--- config.mk ---
export PLATFORM = sky130hd
export DESIGN_NAME = rand_draw_arbiter
export DESIGN_NICKNAME = d
export VERILOG_FILES = /design/src/rtl/rand_draw_arbiter.sv
export SDC_FILE = /design/constraint.sdc
export NUM_CORES = 1
export LEC_CHECK = 0
export ABC_AREA = 0
export BUFFER_PORTS_ARGS = -buffer_cell sky130_fd_sc_hd__buf_2
export CORE_UTILIZATION = 55
export DETAILED_ROUTE_END_ITERATION = 7
export MAX_ROUTING_LAYER = met4
export PLACE_DENSITY = 0.79
export SYNTH_ARGS = -nofsm -noshare
export SYNTH_HDL_FRONTEND = slang
export SYNTH_SLANG_ARGS = --single-unit
--- constraint.sdc ---
create_clock -name clk_i -period 5.4 [get_ports clk_i]
set_clock_uncertainty 0.2 [all_clocks]
set_input_delay 0.54 -clock clk_i [delete_from_list [all_inputs] [get_ports clk_i]]
set_output_delay 0.54 -clock clk_i [all_outputs]
set_load 0.03 [all_outputs]
--- src/rtl/rand_draw_arbiter.sv ---
// Round-robin arbiter that shares one free-running random source among NREQ
// requesters, filters out-of-range and repeated samples, and returns one draw per request.
module rand_draw_arbiter #(
   parameter int NREQ      = 4,
   parameter int WIDTH     = 3,
   parameter int RANGE     = 7,
   parameter int NO_REPEAT = 1,
   parameter int RETRY_MAX = 7
) (
   input  logic             clk_i,
   input  logic             rst_i,
   input  logic [WIDTH-1:0] rand_in_i,
   input  logic [NREQ-1:0]  req_i,
   output logic [NREQ-1:0]  ack_o,
   output logic [WIDTH-1:0] draw_val_o,
   output logic             busy_o,
   output logic             fallback_o,
   output logic [15:0]      draw_count_o
);

   localparam int IW = (NREQ > 1) ? $clog2(NREQ) : 1;
   localparam logic [WIDTH:0]   RANGE_W    = (WIDTH+1)'(RANGE);
   localparam logic [WIDTH-1:0] LAST_MAX   = WIDTH'(RANGE - 1);
   localparam logic [3:0]       RETRY_LAST = 4'(RETRY_MAX - 1);
   localparam logic [IW-1:0]    RR_INIT    = IW'(NREQ - 1);

   typedef enum logic [1:0] {
      IDLE = 2'd0,
      DRAW = 2'd1,
      ACK  = 2'd2
   } state_e;

   state_e           state_q, state_d;
   logic [IW-1:0]    idx_q, idx_d;
   logic [IW-1:0]    rr_q, rr_d;
   logic [3:0]       retry_q, retry_d;
   logic [WIDTH-1:0] last_q, last_d;
   logic             last_vld_q, last_vld_d;
   logic [NREQ-1:0]  mask_q, mask_d;
   logic [WIDTH-1:0] draw_val_q, draw_val_d;
   logic             fallback_q, fallback_d;
   logic [15:0]      cnt_q, cnt_d;

   logic [NREQ-1:0]  elig_s;
   logic [NREQ-1:0]  ack_vec_s;
   logic             found_s;
   logic [IW-1:0]    pick_s;
   logic             accept_s;
   logic [WIDTH-1:0] fb_val_s;

   // Round-robin search starting just above the last granted index.
   always_comb begin : pick_c
      int j;
      elig_s  = req_i & ~mask_q;
      found_s = 1'b0;
      pick_s  = rr_q;
      for (int k = 1; k <= NREQ; k++) begin
         j = ((int'(rr_q) + k) >= NREQ) ? (int'(rr_q) + k - NREQ) : (int'(rr_q) + k);
         if (!found_s && elig_s[j]) begin
            found_s = 1'b1;
            pick_s  = IW'(j);
         end else begin
            found_s = found_s;
         end
      end
   end

   // Sample qualification and the fallback value used once retries run out.
   always_comb begin
      accept_s  = ({1'b0, rand_in_i} < RANGE_W) &&
                  !((NO_REPEAT != 0) && last_vld_q && (rand_in_i == last_q));
      fb_val_s  = !last_vld_q          ? {WIDTH{1'b0}} :
                  (last_q == LAST_MAX) ? {WIDTH{1'b0}} :
                                         last_q + WIDTH'(1);
      ack_vec_s = (state_q == ACK) ? ({{(NREQ-1){1'b0}}, 1'b1} << idx_q) : {NREQ{1'b0}};
   end

   // Next-state logic; a low request always clears its mask bit, even on the ack cycle.
   always_comb begin
      state_d    = state_q;
      idx_d      = idx_q;
      rr_d       = rr_q;
      retry_d    = retry_q;
      last_d     = last_q;
      last_vld_d = last_vld_q;
      draw_val_d = draw_val_q;
      fallback_d = fallback_q;
      cnt_d      = cnt_q;
      mask_d     = (mask_q | ack_vec_s) & req_i;
      case (state_q)
         IDLE: begin
            if (found_s) begin
               state_d = DRAW;
               idx_d   = pick_s;
               rr_d    = pick_s;
               retry_d = 4'd0;
            end else begin
               state_d = IDLE;
            end
         end
         DRAW: begin
            if (!req_i[idx_q]) begin
               state_d = IDLE;
            end else if (accept_s) begin
               draw_val_d = rand_in_i;
               fallback_d = 1'b0;
               state_d    = ACK;
            end else if (retry_q == RETRY_LAST) begin
               draw_val_d = fb_val_s;
               fallback_d = 1'b1;
               state_d    = ACK;
            end else begin
               retry_d = retry_q + 4'd1;
            end
         end
         ACK: begin
            last_d     = draw_val_q;
            last_vld_d = 1'b1;
            cnt_d      = cnt_q + 16'd1;
            state_d    = IDLE;
         end
         default: begin
            state_d = IDLE;
         end
      endcase
   end

   // State and datapath registers.
   always_ff @(posedge clk_i or posedge rst_i) begin
      if (rst_i) begin
         state_q    <= IDLE;
         idx_q      <= {IW{1'b0}};
         rr_q       <= RR_INIT;
         retry_q    <= 4'd0;
         last_q     <= {WIDTH{1'b0}};
         last_vld_q <= 1'b0;
         mask_q     <= {NREQ{1'b0}};
         draw_val_q <= {WIDTH{1'b0}};
         fallback_q <= 1'b0;
         cnt_q      <= 16'd0;
      end else begin
         state_q    <= state_d;
         idx_q      <= idx_d;
         rr_q       <= rr_d;
         retry_q    <= retry_d;
         last_q     <= last_d;
         last_vld_q <= last_vld_d;
         mask_q     <= mask_d;
         draw_val_q <= draw_val_d;
         fallback_q <= fallback_d;
         cnt_q      <= cnt_d;
      end
   end

   assign ack_o        = ack_vec_s;
   assign draw_val_o   = draw_val_q;
   assign busy_o       = (state_q != IDLE);
   assign fallback_o   = fallback_q && (state_q == ACK);
   assign draw_count_o = cnt_q;

endmodule

==> metrics.csv, run 1 <==
stage,metric,value,unit
run_status,status,"complete, no violations",
route,WL met1,1730,µm
timing,Peak Freq,0.380,GHz
cts,Root Driver,clkbuf_4,
finish,share of cells above drive strength 1,22.8,%
global_routing,first-pass GRT wire length,6220,µm
logic_synthesis,most frequent cells after synthesis,"dfrtp_1, nand2_1, xnor2_1, nor2_1, nand3_1",
worst_setup_path,CP Max Fanout,11,
place,placed cells,270,
logic_synthesis,Mapped Cells,195,
cts,cts repair resizes,0,
logic_synthesis,synthesized net count,207,
worst_setup_path,Worst Path Arrival,1.89,ns
timing,Final Setup Violations,0,
floorplan,Starting Density,57.6,%
worst_setup_path,CP endpoint kind,output port,
cts,CTS tree,done,
logic_synthesis,post-synth top area share,46.5,%
logic_synthesis,dominant synthesized flop cell,dfrtp_1,
logic_synthesis,"top cells by area, synth","dfrtp_1, nand2_1, xnor2_1, xor2_1, dfstp_2",
timing,"Hold Vio Cnt, Final",0,
logic_synthesis,Post-synth ARST share,100,%
timing,worst setup margin,2.77,ns
job,Max-Cap Viols,0,
place,GP Congestion,0.910,
finish,fin nets,243,
finish,Filler Cell Count,290,
route,top sig layer,met4,
cts,total CTS buffers,5,
logic_synthesis,Synth Cell Area,1940,µm²
pwr,total power,1.11,mW
worst_setup_path,crit start category,flop,
floorplan,row cnt,21,
cts,post-cts hold buffer count,0,
timing,Final Max Slew Viols,0,
global_routing,vias in the first global route,1371,
cts,Sinks on Clock Net,38,
min_path,class of the worst hold path,in -> async,
logic_synthesis,post-synth top area cell,dfrtp_1,
logic_synthesis,Synth cell types,40,
route,Routed Antenna Nets,0,
finish,Layout area overhead,16.3,%
logic_synthesis,"Seq/Total Area, Yosys",49.2,%
floorplan,IO Count,34,
route,drt first pass iters,4,
cts,htree depth,2,
place,pre-CTS setup slack,2.98,ns
cts,Worst-Skew Late Latency,0.35,ns
cts,"Clk pin slew, worst setup/hold paths",0.12,ns
logic_synthesis,Yosys warnings,0,
worst_setup_path,Crit Path Class,reg -> out,
floorplan,Chip Width,61.3,µm
floorplan,DIE AREA,3760,µm²
finish,Multi-input gate area,936,µm²
timing,relative slew slack,51.0,%
global_routing,total grt overflow,0,
route,DRT iter0 DRCs,65,
route,Vias/cell,5.26,
route,wire length on met2,1770,µm
finish,Storage cell area,953,µm²
logic_synthesis,number of synthesized flops with an enable pin,0,
floorplan,chip height,61.3,µm
place,Post-DP HPWL,2830,µm
pwr,power per standard cell area,492,nW/µm²
timing,setup TNS,0,ns
pwr,VDD IR max,0.000230,V
place,port bufs,33,
logic_synthesis,top-count cell post-synth,dfrtp_1,
route,Routed WL,3740,µm
logic_synthesis,syn_area_per_cell,9.93,µm²
global_routing,initial antenna violation count,0,
finish,Final Instance Count excl. Fillers,278,
timing,Worst-Margin Slew,0.734,ns
global_routing,largest net degree at the start of global routing,39,
timing,min cycle time layout,2.63,ns
global_routing,Total Routing Usage GR,23.9,%
finish,Ant. Diodes,0,
route,Vias,1463,
route,metal3 WL,183,µm
cts,worst-case clock buffer depth,2,
floorplan,Core Area,3360,µm²
timing,final worst path period share,48.8,%
pwr,leakage,1.14,nW
route,Avg WL per Cell,13.4,µm
worst_setup_path,WP data required,4.66,ns
cts,post-CTS setup repair buffer count,0,
route,residual DRC count,0,
logic_synthesis,number of synthesized register bits,38,
timing,unrepaired setup endpoints after global routing,false,
-- per-layer routing --
metal | global-route usage (%) | vias up
li1 | - | 733
met1 | 31.1 | 682
met2 | 36.5 | 41
met3 | 6.51 | 7
met4 | 7.30 | 0
met5 | - | -
-- area by class of cell --
cell class / count / share of cell area [%]
clock inverter: 3 / 3.06
timing repair buffer: 34 / 7.67
clock buffer: 5 / 1.67
sequential: 38 / 42.3
multi-input combinational: 145 / 41.6
inverter: 7 / 1.17
tap: 46 / 2.56
-- path summary, 6_finish.rpt --
path,cells after the start,slack [ns],startpoint,end
setup reg to reg,5,3.10,last_q[0],retry_q[1]
setup / recovery,3,2.77,state_q[0],ack_o[3]
max in group asynchronous,3,4.60,rst_i,rr_q[0]
hold reg to reg,1,0.29,draw_count_o[15],draw_count_o[15]
min in group clk_i,2,0.22,req_i[1],mask_q[1]
hold / removal,3,0.06,rst_i,mask_q[0]
-- layout by cell type, fill, tap and decap left out, drive strengths merged, types with 2 or more instances in the layout --
| master | synthesis | final |
|---|---|---|
| a21oi | 6 | 6 |
| nor2b | 5 | 5 |
| nand4 | 4 | 4 |
| xor2 | 8 | 8 |
| dfstp | 2 | 2 |
| inv | 7 | 7 |
| nor3 | 4 | 4 |
| and3 | 6 | 6 |
| xnor2 | 14 | 14 |
| o21a | 4 | 4 |
| buf | 1 | 34 |
| nor2 | 12 | 12 |
| nand2 | 33 | 33 |
| clkbuf | 4 | 5 |
| ha | 3 | 3 |
| or2 | 2 | 2 |
| dfrtp | 36 | 36 |
| nand2b | 5 | 5 |
| and2 | 2 | 2 |
| nor4 | 2 | 2 |
| mux2i | 5 | 5 |
| o21ai | 6 | 6 |
| bufinv | 0 | 2 |
| nand3 | 10 | 10 |
-- stage by stage --
stage | hold slack [ns] | cell area (µm²) | utilization [%]
floorplan | 0.256 | 1940 | -
global placement | 0.257 | 2150 | 63.8
detailed placement | 0.272 | 2150 | 63.8
CTS | 0.0752 | 2250 | 67.0
global route | 0.0982 | 2250 | 67.0
finish | 0.0630 | 2250 | 67.0
-- worst max-delay path, cell delays in order (launching register included) --
cell,delay (ns)
dfrtp_1,0.44
nor2b_1,0.60
and3_2,0.32
buf_2,0.20
-- registers in the layout, indices dropped and copies added, names as in the netlist --
name and count:
state_q 2, rr_q 2, mask_q 4, last_q 3
fallback_q 1, idx_q 2, draw_count_o 16, retry_q 4
draw_val_o 3, last_vld_q 1
-- cells by family after synthesis --
kind of cell | after synthesis | share of synthesized area, %
AND/OR/NAND/NOR | 87 | 22.2
flip-flops | 38 | 49.2
AO/OA/AOI/OAI | 26 | 9.95
XOR/XNOR | 22 | 9.95
buffers and inverters | 12 | 2.45
multiplexers | 7 | 4.33
adder cells (fa/ha/maj) | 3 | 1.94
-- report_power, final --
group,switching (mW),leakage [nW],internal [mW]
Clock,0.0981,0.0554,0.145
Sequential,0.0914,0.497,0.360
Combinational,0.256,0.590,0.156
Note: power is estimated with default switching activity, not from simulation.
==> inputs of run 2 (changes only) <==
Settings changed: CORE_UTILIZATION 55 to 50, PLACE_DENSITY 0.79 to 0.75.
Clock period 5.4 ns to 2.4 ns, I/O delays scaled along.
==> metrics.csv, run 2 (synthesized netlist as in run 1, its figures left out) <==
stage,metric,value,unit,change
run_status,status,"complete, no violations",,unchanged
min_path,min-delay src,req_i[1],,
min_path,class of the worst hold path,in -> reg,,was in -> async
floorplan,chip height,64.2,µm,was 61.3 µm
global_routing,vias in the first global route,1535,,was 1371
floorplan,DIE AREA,4130,µm²,was 3760 µm²
pwr,total power,2.42,mW,was 1.11 mW
place,port bufs,33,,unchanged
timing,setup TNS,0,ns,unchanged
timing,unrepaired setup endpoints after global routing,false,,unchanged
route,drt first pass iters,4,,unchanged
finish,"commonest non-fill, non-tap cell in the layout",dfrtp_1,,unchanged
finish,fin nets,249,,was 243
min_path,WHS Path Cells,2,,
floorplan,Chip Width,64.2,µm,was 61.3 µm
floorplan,row cnt,22,,was 21
worst_setup_path,CP endpoint kind,flop,,was output port
timing,relative slew slack,57.5,%,was 51.0%
finish,Layout area overhead,18.7,%,was 16.3%
route,Vias,1532,,was 1463
global_routing,first-pass GRT wire length,6960,µm,was 6220 µm
timing,Hold Slack,0.0184,ns,was 0.0630 ns
timing,Final Max Slew Viols,0,,unchanged
route,residual DRC count,0,,unchanged
timing,Peak Freq,0.454,GHz,
worst_setup_path,r2r startpoint,last_q[2],,was last_q[0]
floorplan,IO Count,34,,unchanged
finish,max reg flops,16,,unchanged
cts,Worst-Skew Late Latency,0.30,ns,was 0.35 ns
cts,CTS tree,done,,unchanged
worst_setup_path,crit path launch,last_q[2],,was state_q[0]
timing,"Hold Vio Cnt, Final",0,,unchanged
floorplan,Starting Density,52.5,%,was 57.6%
route,Avg WL per Cell,13.9,µm,was 13.4 µm
cts,worst-case clock buffer depth,2,,unchanged
timing,final worst path period share,91.7,%,
cts,"Clk pin slew, worst setup/hold paths",0.08,ns,was 0.12 ns
global_routing,largest net degree at the start of global routing,39,,unchanged
finish,"commonest cells after routing, fill and taps aside","dfrtp_1, nand2_1, buf_2",,unchanged
route,Routed Antenna Nets,0,,unchanged
global_routing,Total Routing Usage GR,22.9,%,was 23.9%
place,GP Congestion,0.856,,was 0.910
place,Post-DP HPWL,2850,µm,was 2830 µm
worst_setup_path,Crit Path Class,reg -> reg,,was reg -> out
pwr,leakage,1.16,nW,was 1.14 nW
cts,Sinks on Clock Net,38,,unchanged
global_routing,initial antenna violation count,0,,unchanged
cts,Root Driver,clkbuf_8,,was clkbuf_4
worst_setup_path,WP data required,2.38,ns,was 4.66 ns
timing,Worst-Margin Slew,0.633,ns,was 0.734 ns
timing,min cycle time layout,2.20,ns,
finish,"Design Area, Final",2300,µm²,was 2250 µm²
finish,share of cells above drive strength 1,23.1,%,was 22.8%
finish,Ant. Diodes,0,,unchanged
route,Routed WL,3980,µm,was 3740 µm
pwr,power per standard cell area,1050,nW/µm²,was 492 nW/µm²
worst_setup_path,CP Max Fanout,6,,was 11
worst_setup_path,Worst Path Arrival,2.19,ns,was 1.89 ns
place,placed cell areas,2160,µm²,was 2150 µm²
route,DRT iter0 DRCs,228,,was 65
cts,post-CTS setup repair buffer count,0,,unchanged
worst_setup_path,Worst R2R Path Depth,5,,unchanged
cts,total CTS buffers,5,,unchanged
worst_setup_path,crit start category,flop,,unchanged
floorplan,Core Area,3690,µm²,was 3360 µm²
job,Max-Cap Viols,0,,unchanged
route,Vias/cell,5.36,,was 5.26
pwr,VDD IR max,0.000534,V,was 0.000230 V
global_routing,total grt overflow,0,,unchanged
timing,Final Setup Violations,0,,unchanged
cts,htree depth,2,,unchanged
run 2: what timing repair did:
item / in CTS / in global routing
hold buffers: 4 / 0
endpoints found under the setup margin: 0 / 0
endpoints found under the hold margin: 39 / 0
resized for setup: 0 / 0
run 2: stage by stage:
stage	cells	utilization (%)	setup WS [ns]
floorplan	195	-	0.361
global placement	274	58.6	0.289
detailed placement	274	58.6	0.216
CTS	286	62.3	0.209
global route	286	62.3	0.0584
finish	286	62.3	0.198
run 2: area by class of cell:
class                      instances  area (µm²)
inverter                           7        26.3
fill                             314        1390
timing repair buffer              40         228
multi-input combinational        145         936
clock inverter                     2        12.5
sequential                        38         953
tap                               48        60.1
clock buffer                       6        82.6
run 2: critical path, cell delays in order, from the launching register on:
cell and delay (ns):
dfrtp_1 0.47, xor2_1 0.23, o41ai_4 0.47, and3_1 0.35, nor2_1 0.09, a221o_1 0.29
run 2: path summary, 6_finish.rpt:
kind,slack (ns),endpoint
hold / removal,0.02,mask_q[1]
min in group asynchronous,0.39,draw_count_o[0]
setup reg to reg,0.20,retry_q[1]
hold reg to reg,0.27,draw_count_o[15]
setup / recovery,0.20,retry_q[1]
max in group asynchronous,1.25,rr_q[0]
run 2: report_power, final:
part           internal [mW]  switching, mW
clock network          0.231          0.234
logic                  0.369          0.566
registers              0.811          0.207
run 2: metal layers:
layer  up-vias  part of all wire [%]  GRT usage, %
li1        745                     -             -
met1       731                    45          28.5
met2        42                    48          34.9
met3        14                   4.4          6.96
met4         0                   2.9          9.17
met5         -                     0             -
